`src/rtl/dmux12x8_hs_if.sv`:
```
// Handshake bundle for dmux12x8_hs.
//   din/din_valid/s/din_ready : upstream word, valid, destination select, ready
//   a_*/b_*                   : per-destination data, valid, ready
//   a_count/b_count           : per-destination accepted-word counters
// slave  : the demux view
// master : the view of the environment driving and consuming it
interface dmux12x8_hs_if #(
    parameter int WIDTH = 8,
    parameter int CNTW  = 8
);
    logic [WIDTH-1:0] din;
    logic             din_valid;
    logic             s;
    logic             din_ready;
    logic [WIDTH-1:0] a_data;
    logic             a_valid;
    logic             a_ready;
    logic [WIDTH-1:0] b_data;
    logic             b_valid;
    logic             b_ready;
    logic [CNTW-1:0]  a_count;
    logic [CNTW-1:0]  b_count;

    modport slave (
        input  din, din_valid, s, a_ready, b_ready,
        output din_ready, a_data, a_valid, b_data, b_valid, a_count, b_count
    );

    modport master (
        output din, din_valid, s, a_ready, b_ready,
        input  din_ready, a_data, a_valid, b_data, b_valid, a_count, b_count
    );
endinterface

```
`src/rtl/dmux12x8_hs.sv`:
```
// dmux12x8_hs: registered 1-to-2 word demultiplexer with valid/ready.
// Each accepted word goes to destination A (s=0) or B (s=1); each
// destination owns a DEPTH-entry FIFO and a wrapping accept counter, so a
// stalled consumer only back-pressures words aimed at it.
// Ports:
//   clk     : rising-edge clock
//   reset_n : asynchronous active-low reset
//   bus     : dmux12x8_hs_if.slave (din/din_valid/s/din_ready, a_*, b_*, counts)

// One destination lane: FIFO + accept counter.
//   push        : write wdata (caller guarantees !full)
//   rdy         : consumer ready; pop = valid & rdy
//   full/valid  : occupancy flags
//   rdata       : head word, or last popped word while empty
//   count       : words pushed since reset, wrapping
module dmux12x8_hs_lane #(
    parameter int WIDTH = 8,
    parameter int DEPTH = 2,
    parameter int CNTW  = 8
) (
    input  logic             clk,
    input  logic             reset_n,
    input  logic             push,
    input  logic [WIDTH-1:0] wdata,
    input  logic             rdy,
    output logic             full,
    output logic             valid,
    output logic [WIDTH-1:0] rdata,
    output logic [CNTW-1:0]  count
);
    localparam int AW = $clog2(DEPTH);

    // Pointers carry one extra wrap bit to tell full from empty.
    logic [AW:0]                  wr_ptr, rd_ptr;
    logic [DEPTH-1:0][WIDTH-1:0]  mem;
    logic [WIDTH-1:0]             last_q;
    logic [AW-1:0]                wr_idx, rd_idx;
    logic                         empty, pop;

    assign wr_idx = wr_ptr[AW-1:0];
    assign rd_idx = rd_ptr[AW-1:0];
    assign empty  = (wr_ptr == rd_ptr);
    assign full   = (wr_idx == rd_idx) && (wr_ptr[AW] != rd_ptr[AW]);
    assign valid  = ~empty;
    assign pop    = valid & rdy;

    // While empty the output keeps the last word handed out, not whatever
    // stale entry the read pointer happens to land on.
    assign rdata  = valid ? mem[rd_idx] : last_q;

    always_ff @(posedge clk or negedge reset_n) begin
        if (!reset_n) begin
            wr_ptr <= '0;
            rd_ptr <= '0;
            mem    <= '0;
            last_q <= '0;
            count  <= '0;
        end else begin
            if (push && !full) begin
                mem[wr_idx] <= wdata;
                wr_ptr      <= wr_ptr + {{AW{1'b0}}, 1'b1};
                count       <= count + {{(CNTW-1){1'b0}}, 1'b1};
            end
            if (pop) begin
                rd_ptr <= rd_ptr + {{AW{1'b0}}, 1'b1};
                last_q <= mem[rd_idx];
            end
        end
    end
endmodule

module dmux12x8_hs #(
    parameter int WIDTH = 8,
    parameter int DEPTH = 2,
    parameter int CNTW  = 8
) (
    input  logic                 clk,
    input  logic                 reset_n,
    dmux12x8_hs_if.slave         bus
);
    localparam int NUM_LANES = 2;

    logic                                 rst_done;
    logic                                 accept;
    logic [NUM_LANES-1:0]                 push, rdy, full, valid;
    logic [NUM_LANES-1:0][WIDTH-1:0]      rdata;
    logic [NUM_LANES-1:0][CNTW-1:0]       count;

    // Holds din_ready low through reset and until the first edge after
    // release, so nothing can be accepted while the block is coming up.
    always_ff @(posedge clk or negedge reset_n) begin
        if (!reset_n) rst_done <= 1'b0;
        else          rst_done <= 1'b1;
    end

    // Ready depends only on the selected lane's full flag: a pop in the
    // same cycle does not open a slot for a push until the next cycle.
    assign bus.din_ready = rst_done & ~full[bus.s];
    assign accept        = bus.din_valid & bus.din_ready;
    assign push          = {accept & bus.s, accept & ~bus.s};
    assign rdy           = {bus.b_ready, bus.a_ready};

    for (genvar i = 0; i < NUM_LANES; i++) begin : g_lane
        dmux12x8_hs_lane #(
            .WIDTH (WIDTH),
            .DEPTH (DEPTH),
            .CNTW  (CNTW)
        ) u_lane (
            .clk     (clk),
            .reset_n (reset_n),
            .push    (push[i]),
            .wdata   (bus.din),
            .rdy     (rdy[i]),
            .full    (full[i]),
            .valid   (valid[i]),
            .rdata   (rdata[i]),
            .count   (count[i])
        );
    end

    assign bus.a_data  = rdata[0];
    assign bus.a_valid = valid[0];
    assign bus.a_count = count[0];
    assign bus.b_data  = rdata[1];
    assign bus.b_valid = valid[1];
    assign bus.b_count = count[1];
endmodule

```
`src/flat_wrapper.sv`:
```
// flat-port wrapper written by rule: the top's interface ports become plain ports
module dmux12x8_hs_flat 
#(
    parameter int WIDTH = 8,
    parameter int DEPTH = 2,
    parameter int CNTW  = 8
)
  (clk, reset_n, bus_din, bus_din_valid, bus_s, bus_a_ready, bus_b_ready, bus_din_ready, bus_a_data, bus_a_valid, bus_b_data, bus_b_valid, bus_a_count, bus_b_count);
  dmux12x8_hs_if #(.WIDTH(WIDTH), .CNTW(CNTW)) bus_i ();
  input  logic clk;
  input  logic reset_n;
  input wire logic [$bits(bus_i.din)-1:0] bus_din;
  input wire logic [$bits(bus_i.din_valid)-1:0] bus_din_valid;
  input wire logic [$bits(bus_i.s)-1:0] bus_s;
  input wire logic [$bits(bus_i.a_ready)-1:0] bus_a_ready;
  input wire logic [$bits(bus_i.b_ready)-1:0] bus_b_ready;
  output wire logic [$bits(bus_i.din_ready)-1:0] bus_din_ready;
  output wire logic [$bits(bus_i.a_data)-1:0] bus_a_data;
  output wire logic [$bits(bus_i.a_valid)-1:0] bus_a_valid;
  output wire logic [$bits(bus_i.b_data)-1:0] bus_b_data;
  output wire logic [$bits(bus_i.b_valid)-1:0] bus_b_valid;
  output wire logic [$bits(bus_i.a_count)-1:0] bus_a_count;
  output wire logic [$bits(bus_i.b_count)-1:0] bus_b_count;
  assign bus_i.din = bus_din;
  assign bus_i.din_valid = bus_din_valid;
  assign bus_i.s = bus_s;
  assign bus_i.a_ready = bus_a_ready;
  assign bus_i.b_ready = bus_b_ready;
  assign bus_din_ready = bus_i.din_ready;
  assign bus_a_data = bus_i.a_data;
  assign bus_a_valid = bus_i.a_valid;
  assign bus_b_data = bus_i.b_data;
  assign bus_b_valid = bus_i.b_valid;
  assign bus_a_count = bus_i.a_count;
  assign bus_b_count = bus_i.b_count;
  dmux12x8_hs #(.WIDTH(WIDTH), .DEPTH(DEPTH), .CNTW(CNTW)) u_core (.clk(clk), .reset_n(reset_n), .bus(bus_i));
endmodule
```
`config.mk`:
```
export PLATFORM = sky130hd
export DESIGN_NAME = dmux12x8_hs_flat
export DESIGN_NICKNAME = d
export VERILOG_FILES = /design/src/rtl/dmux12x8_hs_if.sv /design/src/rtl/dmux12x8_hs.sv /design/src/flat_wrapper.sv
export SDC_FILE = /design/constraint.sdc
export NUM_CORES = 1
export LEC_CHECK = 0
export ABC_AREA = 1
export CAP_MARGIN = 40
export CORE_ASPECT_RATIO = 1.75
export CORE_MARGIN = 1.5
export CORE_UTILIZATION = 40
export CTS_BUF_LIST = sky130_fd_sc_hd__clkbuf_4
export CTS_CLUSTER_SIZE = 30
export DETAILED_ROUTE_END_ITERATION = 7
export PLACE_DENSITY = 0.64
export SYNTH_ARGS = -nofsm -noshare
export SYNTH_HDL_FRONTEND = slang
export SYNTH_SLANG_ARGS = --single-unit
```
`constraint.sdc`:
```
create_clock -name clk -period 3 [get_ports clk]
set_input_delay 0.45 -clock clk [delete_from_list [all_inputs] [get_ports clk]]
set_output_delay 0.45 -clock clk [all_outputs]
set_load 0.05 [all_outputs]
```
==> results.yml <==
timing:
  finClkSkew_ps: 11.8
  min_period_ps: 2870
  setup_violations: 0
  finalHoldViolCount: 0
  grt_setup_unrepaired: "false"
  worst_pin_slew_ps: 499
  max_freq_ghz: 0.349
  hold_slack_ps: 458
  slew_headroom_pct: 66.7
  finalMaxSlewViolations: 0
  setup_tns_ps: 0
  finalCritPeriodShare_pct: 95.6
placement:
  hpwl_um: 5700
  port_buffers: 48
  finalWeightedCongestion: 0.800
global_route:
  met1_usage_pct: 21.3
  grt_max_degree: 25
  grt_pass1_wl_um: 13000
  grt_pass1_vias: 2858
  antenna_found_initial: 1
  top_usage_layer: "met2"
  track_usage_pct: 17.7
  grt_use_met3_pct: 3.30
  grt_overflow: 0
  grtUsageMet2_pct: 30.4
setup_path:
  crit_type: "flop to output pin"
  cp-end-kind: "output pin"
  critPathLaunchType: "flop"
  crit_required_ps: 2550
  crit_fanout: 18
  crit_arrival_ps: 2420
clock_network:
  htreeDepth: 3
  cts_setup_buffers: 0
  clk_path_buf_depth: 2
  clk_pin_slew_ps: 120
  cts_made_buffers: 9
  cts-root-buf: "clkbuf_4"
  clkSinkCount: 73
  clk_latency_ps: 420
  cts_tree: "built"
detailed_routing:
  routedWlPerCell_um: 12.3
  vias: 2868
  drc_errors: 0
  vias_per_cell: 4.69
  detail-route-antenna-nets: 0
  first_pass_iters: 4
  wirelength_um: 7550
  drt_iter0_markers: 142
yosys:
  synth_seq_cells: 73
  synth_cell_types: 27
  ys_seq_area_share_pct: 51.1
  syn_inst: 437
  ys.warnings.count: 0
  avgSynthCellArea_sq_um: 8.17
  syn_area_sq_um: 3570
  synth_nets: 453
floorplanning:
  die_area_sq_um: 9530
  die_x_um: 74.4
  num_io_pins: 49
  start_util_pct: 41.2
  core.rowCount: 45
  die_h_um: 128
  coreArea_sq_um: 8670
pwr:
  power_leakage_uw: 0.00218
  powerDensity_nw_per_um2: 1160
  peakVddDrop_mv: 0.530
job:
  max_cap_violations: 0
outcome:
  status: "complete, no violations"
final_layout:
  nNetsFinal: 505
  area_delta_synth_final_pct: 20.7
  drive_gt1_share_pct: 11.9
min_path:
  hold_class: "input port to asynchronous set/reset pin"
[final timing paths]
check                                                        end                               from  slack, ps  depth (start not counted)
worst min register to register  u_core.g_lane[1].u_lane.count[7]   u_core.g_lane[1].u_lane.count[7]        480                          1
worst min-delay path            u_core.g_lane[1].u_lane.count[0]                            reset_n        460                          2
worst max register to register  u_core.g_lane[0].u_lane.count[7]  u_core.g_lane[0].u_lane.wr_ptr[0]        920                         10
max in group asynchronous         u_core.g_lane[0].u_lane.mem[6]                            reset_n       1760                          4
min in group clk                u_core.g_lane[1].u_lane.count[7]   u_core.g_lane[1].u_lane.count[7]        480                          1
worst max-delay path                                 bus_a_valid  u_core.g_lane[0].u_lane.wr_ptr[0]        130                          5
[cells by family after synthesis]
logic type / share of synthesized area [%]
simple gates: 32.1
flops: 51.1
buf+inv: 6.16
compound gates: 5.85
xor+xnor: 3.92
fa+ha+maj: 0.700
other cells: 0.105
[critical path, cell delays in order, from the launching register on]
cell             delay [ps]
dfrtp_1                 630
inv_2                   190
nand2_1                 110
nand2_2                  80
nand3_4                 150
clkdlybuf4s50_1         840
[cell type report]
| class | count | area, sq um |
|---|---|---|
| Clock buffer | 9 | 67.6 |
| Sequential cell | 73 | 1830 |
| Multi-Input combinational cell | 316 | 1530 |
| Inverter | 36 | 135 |
| Tap cell | 117 | 146 |
| Fill cell | 908 | 4360 |
| Antenna cell | 1 | 2.50 |
| Timing Repair Buffer | 53 | 512 |
| Clock inverter | 7 | 95.1 |
[flip-flops by register name, indices dropped and copies added (netlist names)]
signal / count
u_core.g_lane.u_lane.count: 16
u_core.g_lane.u_lane.wr_ptr: 4
u_core.rst_done: 1
u_core.g_lane.u_lane.mem: 32
u_core.g_lane.u_lane.last_q: 16
u_core.g_lane.u_lane.rd_ptr: 4
[power by group]
part / total (uW) / switching [uW] / internal, uW
clock network: 698 / 363 / 336
registers: 1660 / 302 / 1360
logic: 2630 / 1860 / 768
total: 4990 / 2530 / 2460
[metrics by stage]
stage | setup WS [ps] | utilization, % | cell area (sq um) | std cells | total power, uW
after floorplan | 146 | - | 3570 | 437 | 3640
after global placement | 429 | 47.6 | 4120 | 593 | 4360
after detailed placement | 366 | 47.8 | 4140 | 594 | 4420
after CTS | 84.0 | 49.7 | 4310 | 611 | 5050
after global routing | 3.75 | 49.7 | 4310 | 612 | 5370
final | 131 | 49.7 | 4310 | 612 | 4990
[routing by layer]
metal	vias to the layer above	share of wire (%)
met5	-	0
met4	0	0.89
met3	4	2.9
met2	48	53
met1	1341	44
li1	1475	-
[timing repair]
item                                   CTS  global route
endpoints found under the hold margin   13             0
hold buffers                             1             0
resized for setup                        9             1
cloned                                   0             0
setup endpoints to repair                9             1
[cell usage in the layout (no fill, tap or decap)]
master,instances
nand2_1,205
buf_12,2
clkdlybuf4s50_1,29
nand3_2,4
conb_1,1
nor2_2,4
dlygate4sd2_1,9
nor2_4,4
dlymetal6s2s_1,1
bufinv_16,2
clkinvlp_4,3
nand3_4,2
dlygate4sd3_1,1
nand4_2,2
xor2_1,7
nand2_2,2
inv_1,29
buf_4,10
buf_2,1
ha_1,2
nor3_1,1
nand4_1,16
clkinv_1,1
xnor2_1,9
clkbuf_4,9
nand3_1,9
nand2_4,1
nor2_1,9
o21ai_1,7
o21ai_2,4
inv_2,7
a21oi_2,1
clkinv_4,1
dfrtp_1,73
diode_2,1
o21ai_0,26
[Yosys cell counts (all sizes together)]
cell type	n	area, sq um
nor2	17	104
conb	1	3.75
inv	36	135
a21oi	1	8.76
xnor2	9	78.8
xor2	7	61.3
clkbuf	4	15.0
ha	2	25.0
buf	8	70.1
nand4	18	125
nand2	208	793
nand3	15	120
dfrtp	73	1830
o21ai	37	200
nor3	1	5.00
Power figures use the tool's default switching activity.
